[config.mk]
export PLATFORM = sky130hd
export DESIGN_NAME = fx2_cmd_reader
export DESIGN_NICKNAME = d
export VERILOG_FILES = /design/src/rtl/fx2_cmd_reader_pkg.sv /design/src/rtl/fx2_cmd_reader_rd_port.sv /design/src/rtl/fx2_cmd_reader.sv
export SDC_FILE = /design/constraint.sdc
export NUM_CORES = 1
export LEC_CHECK = 0
export BUFFER_PORTS_ARGS = -buffer_cell sky130_fd_sc_hd__buf_2
export CAP_MARGIN = 20
export CORE_MARGIN = 2
export CORE_UTILIZATION = 40
export DETAILED_ROUTE_END_ITERATION = 6
export SYNTH_ARGS = -nofsm -noshare
export SYNTH_HDL_FRONTEND = slang
export SYNTH_SLANG_ARGS = --single-unit
[constraint.sdc]
create_clock -name clk -period 6.6 [get_ports clk]
set_input_delay 0.66 -clock clk [delete_from_list [all_inputs] [get_ports clk]]
set_output_delay 0.66 -clock clk [all_outputs]
set_load 0.01 [all_outputs]
[src/rtl/fx2_cmd_reader_pkg.sv]
// fx2_cmd_reader_pkg: USB constants and FSM encodings shared by the FX2 command reader and stream writer.
package fx2_cmd_reader_pkg;
    localparam logic [7:0] SYNC_BYTE = 8'hA5;
    localparam logic [7:0] FREQ_ADDR = 8'h00;

    typedef enum logic [1:0] {BUS_IDLE, BUS_REQ, BUS_OE, BUS_RD} bus_state_t;
    typedef enum logic [1:0] {PRS_HUNT, PRS_BODY, PRS_CHECK} prs_state_t;

    function automatic logic [7:0] sat_inc(input logic [7:0] v);
        return (v == 8'hFF) ? v : v + 8'd1;
    endfunction
endpackage

[src/rtl/fx2_cmd_reader_rd_port.sv]
// fx2_rd_port: FX2 slave-FIFO read FSM; requests the bus and strobes one byte per OE/RD pair.
module fx2_rd_port
    import fx2_cmd_reader_pkg::*;
#(
    parameter logic [1:0] EP_ADDR = 2'b00
) (
    input  logic       clk,
    input  logic       rst_n,
    input  logic       fifo_nempty,
    input  logic [7:0] usb_din,
    input  logic       bus_gnt,
    output logic       bus_req,
    output logic [1:0] fifoadr,
    output logic       sloe_n,
    output logic       slrd_n,
    output logic [7:0] rx_byte,
    output logic       rx_valid
);
    bus_state_t state, state_nx;

    always_ff @(posedge clk or negedge rst_n) begin
        if (!rst_n) state <= BUS_IDLE;
        else        state <= state_nx;
    end

    always_comb begin
        state_nx = state;
        case (state)
            BUS_IDLE: state_nx = fifo_nempty ? BUS_REQ : BUS_IDLE;
            BUS_REQ:  state_nx = bus_gnt ? BUS_OE : BUS_REQ;
            BUS_OE:   state_nx = (bus_gnt && fifo_nempty) ? BUS_RD : BUS_IDLE;
            default:  state_nx = BUS_OE;
        endcase
    end

    // The strobe is re-qualified by the live flags so a late grant loss never reads.
    assign rx_valid = (state == BUS_RD) && bus_gnt && fifo_nempty;
    assign rx_byte  = usb_din;
    assign bus_req  = (state != BUS_IDLE);
    assign fifoadr  = bus_req ? EP_ADDR : 2'b00;
    assign sloe_n   = !((state == BUS_OE) || (state == BUS_RD));
    assign slrd_n   = !rx_valid;
endmodule

[src/rtl/fx2_cmd_reader.sv]
// fx2_cmd_reader: parses SYNC/ADDR/D3..D0/CHK command frames from the FX2 OUT endpoint into register writes.
module fx2_cmd_reader
    import fx2_cmd_reader_pkg::*;
#(
    parameter logic [7:0] SYNC    = SYNC_BYTE,
    parameter int         TIMEOUT = 48000,
    parameter logic [1:0] EP_ADDR = 2'b00
) (
    input  logic        clk,
    input  logic        rst_n,
    input  logic        fifo_nempty,
    input  logic [7:0]  usb_din,
    input  logic        bus_gnt,
    output logic        bus_req,
    output logic [1:0]  fifoadr,
    output logic        sloe_n,
    output logic        slrd_n,
    output logic [7:0]  reg_addr,
    output logic [31:0] reg_data,
    output logic        reg_wr,
    output logic [31:0] freq,
    output logic [7:0]  err_cnt
);
    localparam int TW = $clog2(TIMEOUT + 1);

    logic [7:0]    rx_byte;
    logic          rx_valid;
    prs_state_t    state, state_nx;
    logic [2:0]    idx;
    logic [7:0]    addr, chk;
    logic [31:0]   data;
    logic [TW-1:0] idle_cnt;
    logic          timed_out, chk_ok, frame_err;

    fx2_rd_port #(.EP_ADDR(EP_ADDR)) u_rd_port (
        .clk         (clk),
        .rst_n       (rst_n),
        .fifo_nempty (fifo_nempty),
        .usb_din     (usb_din),
        .bus_gnt     (bus_gnt),
        .bus_req     (bus_req),
        .fifoadr     (fifoadr),
        .sloe_n      (sloe_n),
        .slrd_n      (slrd_n),
        .rx_byte     (rx_byte),
        .rx_valid    (rx_valid)
    );

    // A byte arriving on the expiry cycle wins over the abort.
    assign timed_out = (state != PRS_HUNT) && !rx_valid && (idle_cnt == TW'(TIMEOUT - 1));
    assign chk_ok    = (rx_byte == chk);
    assign frame_err = timed_out || ((state == PRS_CHECK) && rx_valid && !chk_ok);

    always_comb begin
        state_nx = state;
        if (timed_out) state_nx = PRS_HUNT;
        else if (rx_valid)
            case (state)
                PRS_HUNT: state_nx = (rx_byte == SYNC) ? PRS_BODY : PRS_HUNT;
                PRS_BODY: state_nx = (idx == 3'd5) ? PRS_CHECK : PRS_BODY;
                default:  state_nx = PRS_HUNT;
            endcase
    end

    always_ff @(posedge clk or negedge rst_n) begin
        if (!rst_n) state <= PRS_HUNT;
        else        state <= state_nx;
    end

    always_ff @(posedge clk or negedge rst_n) begin
        if (!rst_n) begin
            idx      <= '0;
            addr     <= '0;
            data     <= '0;
            chk      <= '0;
            idle_cnt <= '0;
            reg_addr <= '0;
            reg_data <= '0;
            reg_wr   <= 1'b0;
            freq     <= '0;
            err_cnt  <= '0;
        end else begin
            reg_wr   <= 1'b0;
            idle_cnt <= ((state == PRS_HUNT) || rx_valid) ? '0 : idle_cnt + TW'(1);
            if (rx_valid)
                case (state)
                    PRS_HUNT: begin
                        idx <= 3'd1;
                        chk <= '0;
                    end
                    PRS_BODY: begin
                        idx <= idx + 3'd1;
                        chk <= chk ^ rx_byte;
                        if (idx == 3'd1) addr <= rx_byte;
                        else             data <= {data[23:0], rx_byte};
                    end
                    default: if (chk_ok) begin
                        reg_wr   <= 1'b1;
                        reg_addr <= addr;
                        reg_data <= data;
                        if (addr == FREQ_ADDR) freq <= data;
                    end
                endcase
            if (frame_err) err_cnt <= sat_inc(err_cnt);
        end
    end
endmodule

==> flow_summary.ini <==
[floorplanning]
die_width_microns = 130
start_util = 0.404
ios = 98
core-area_sq_um = 15700
dieArea_sq_um = 16900
die_h_microns = 130
num_rows = 46

[cts]
cts.reportedPaths.clkPinSlew_ps = 60
ctsResizeCount = 0
hold_buffers = 0
clock_latency_ps = 420
post_cts_buffers = 0
cts_root_buffer = clkbuf_16
cts_tree = yes
h-tree-depth = 4
numCtsBuffers = 17
clockBufferDepth = 2
cts_sinks = 152

[sta]
skew_ps = 6.44
hold_viol = 0
setup_viol = 0
rsz0062_at_grt = no
min_period_ps = 3070
fin_crit_sh = 0.466
slew_headroom = 0.402
maxSlewViolCount = 0
worstMarginPinSlew_ps = 898
fmax_mhz = 325
tns_ps = 0

[yosys]
yosysWarnings = 0
async_flop_share = 1.00
yosysSeqAreaShare = 0.599
yosys.area.top_type = dfrtp_1
yosysMostFrequentCell = dfrtp_1
synth_top_area_share = 0.599
synth_area_leaders = dfrtp_1 (60%), mux2_2 (15%), mux2_1 (5.5%)
syn_inst = 467
synth_common_cells = dfrtp_1 (152), mux2_2 (84), mux2_1 (31), nor2_1 (23), nand2_1 (16)
syn_area_per_cell_sq_um = 13.6
yosys_most_used_dff = dfrtp_1
synth-edff-count = 0
synth_area_sq_um = 6350
synth.ff_latch_count = 152
ys_types = 46

[worst_setup_path]
end_kind = flip-flop
path_max_fanout = 42
start_kind = flip-flop
worstPathRequired_ps = 6910
cp.arrival_ps = 3380
crit_type = reg2reg

[global_routing]
grt_busiest_layer = met2
grt_usage = 0.154
antenna_found_initial = 0
grt_pass1_vias = 3912
grt_pass1_wl_mm = 20.1
grtUsageMet1 = 0.205
use_met3 = 0.0447
gr-total-overflow = 0
grtUsageMet2 = 0.241
grt_start_max_net_pins = 84

[pwr]
pwr_density_cell_nw_per_um2 = 264
p_leak_nw = 3.87
ir_drop_v = 0.000189

[layout]
stdcell_count = 793
nNetsFinal = 579
fillerInstances = 1386
drive_gt1_frac = 0.384
area_delta_synth_final_pct = 20.1

[placed_design]
io_buffers = 95
dp_hpwl_mm = 8.25
gp_congestion = 0.773
dp.cells = 759

[routing]
dr.pass1.iters = 4
ant_nets = 0
first_iter_violations = 208
vias = 3974
wl_per_cell_microns = 15.5
wl_mm = 12.3
drc = 0
viasPerCell = 5.01

[run_status]
status = complete, no violations

[job]
maxCapViolCount = 0

[hold_path]
hold_path.class = in2async
## stage by stage
step	power [mW]	worst slack (ps)	utilization	area (sq um)	hold WS (ps)
4_1_cts	2.03	3420	0.483	7600	303
6_report	2.01	3530	0.485	7630	271
3_3_place_gp	1.06	3150	0.446	7000	464
3_5_place_dp	1.06	3050	0.446	7000	470
5_1_grt	2.09	3230	0.485	7620	334
2_1_floorplan	1.02	4290	-	6350	364
## logic make-up after synthesis
family / count (synthesis) / synth area share
AOI/OAI and AO/OA: 37 / 0.0394
xor gates and xnor gates: 22 / 0.0303
muxes: 117 / 0.207
buffers and inverters: 29 / 0.0244
and+or+nand+nor: 105 / 0.0914
other: 1 / 0.000590
adders and majority gates: 4 / 0.00788
DFF: 152 / 0.599
## worst paths after layout
path	slack, ps	startpoint	end	cells past startpoint
worst min register to register	480	freq[30]	freq[30]	1
worst min-delay path	270	rst_n	freq[19]	1
min in group clk	470	bus_gnt	u_rd_port.state[0]	2
max in group asynchronous	4940	rst_n	addr[2]	2
worst max-delay path	3530	u_rd_port.state[0]	freq[10]	6
worst max register to register	3530	u_rd_port.state[0]	freq[10]	6
## per-layer routing
layer	vias up	wire (microns)
met2	92	5740
li1	1853	-
met3	14	596
met1	2015	5810
met4	0	178
met5	-	0
## state kept, by name, summed over array words and instances, names as in the netlist
name	count
chk	8
freq	32
data	32
reg_wr	1
idle_cnt	16
err_cnt	8
state	2
idx	3
u_rd_port.state	2
addr	8
reg_addr	8
reg_data	32
## report_power, final
part | total (mW) | internal [mW] | switching (mW)
sequential | 0.957 | 0.945 | 0.0119
combinational | 0.0881 | 0.0302 | 0.0578
clock | 0.966 | 0.589 | 0.377
## cell type report
type,instances,area (sq um),area share
Antenna cell,1,2.50,0.000328
Clock buffer,23,478,0.0627
Clock inverter,9,116,0.0153
Inverter,7,26.3,0.00345
Multi-Input combinational cell,287,2400,0.315
Sequential cell,152,3800,0.499
Tap cell,216,270,0.0354
Timing Repair Buffer,98,524,0.0687
## worst max-delay path, stage by stage, from the launching register on
cell	delay (ps)
dfrtp_1	410
and4_1	310
nand2_2	160
nor4_4	280
buf_4	500
and3_2	840
mux2_2	410
## layout by cell type (no fill, tap or decap), types with 5 or more instances in the layout
| cell type | count |
|---|---|
| mux2_1 | 31 |
| nand4_1 | 9 |
| dfrtp_1 | 152 |
| a22o_1 | 8 |
| nand3_1 | 12 |
| xor2_1 | 8 |
| a21oi_1 | 5 |
| clkbuf_16 | 17 |
| nor4_1 | 6 |
| xnor2_1 | 14 |
| inv_1 | 6 |
| nand2_1 | 16 |
| o21ai_0 | 12 |
| nor2_1 | 23 |
| nor3_1 | 5 |
| mux2_2 | 84 |
| buf_2 | 94 |
| nand2b_1 | 10 |
Note: power is estimated with default switching activity, not from simulation.
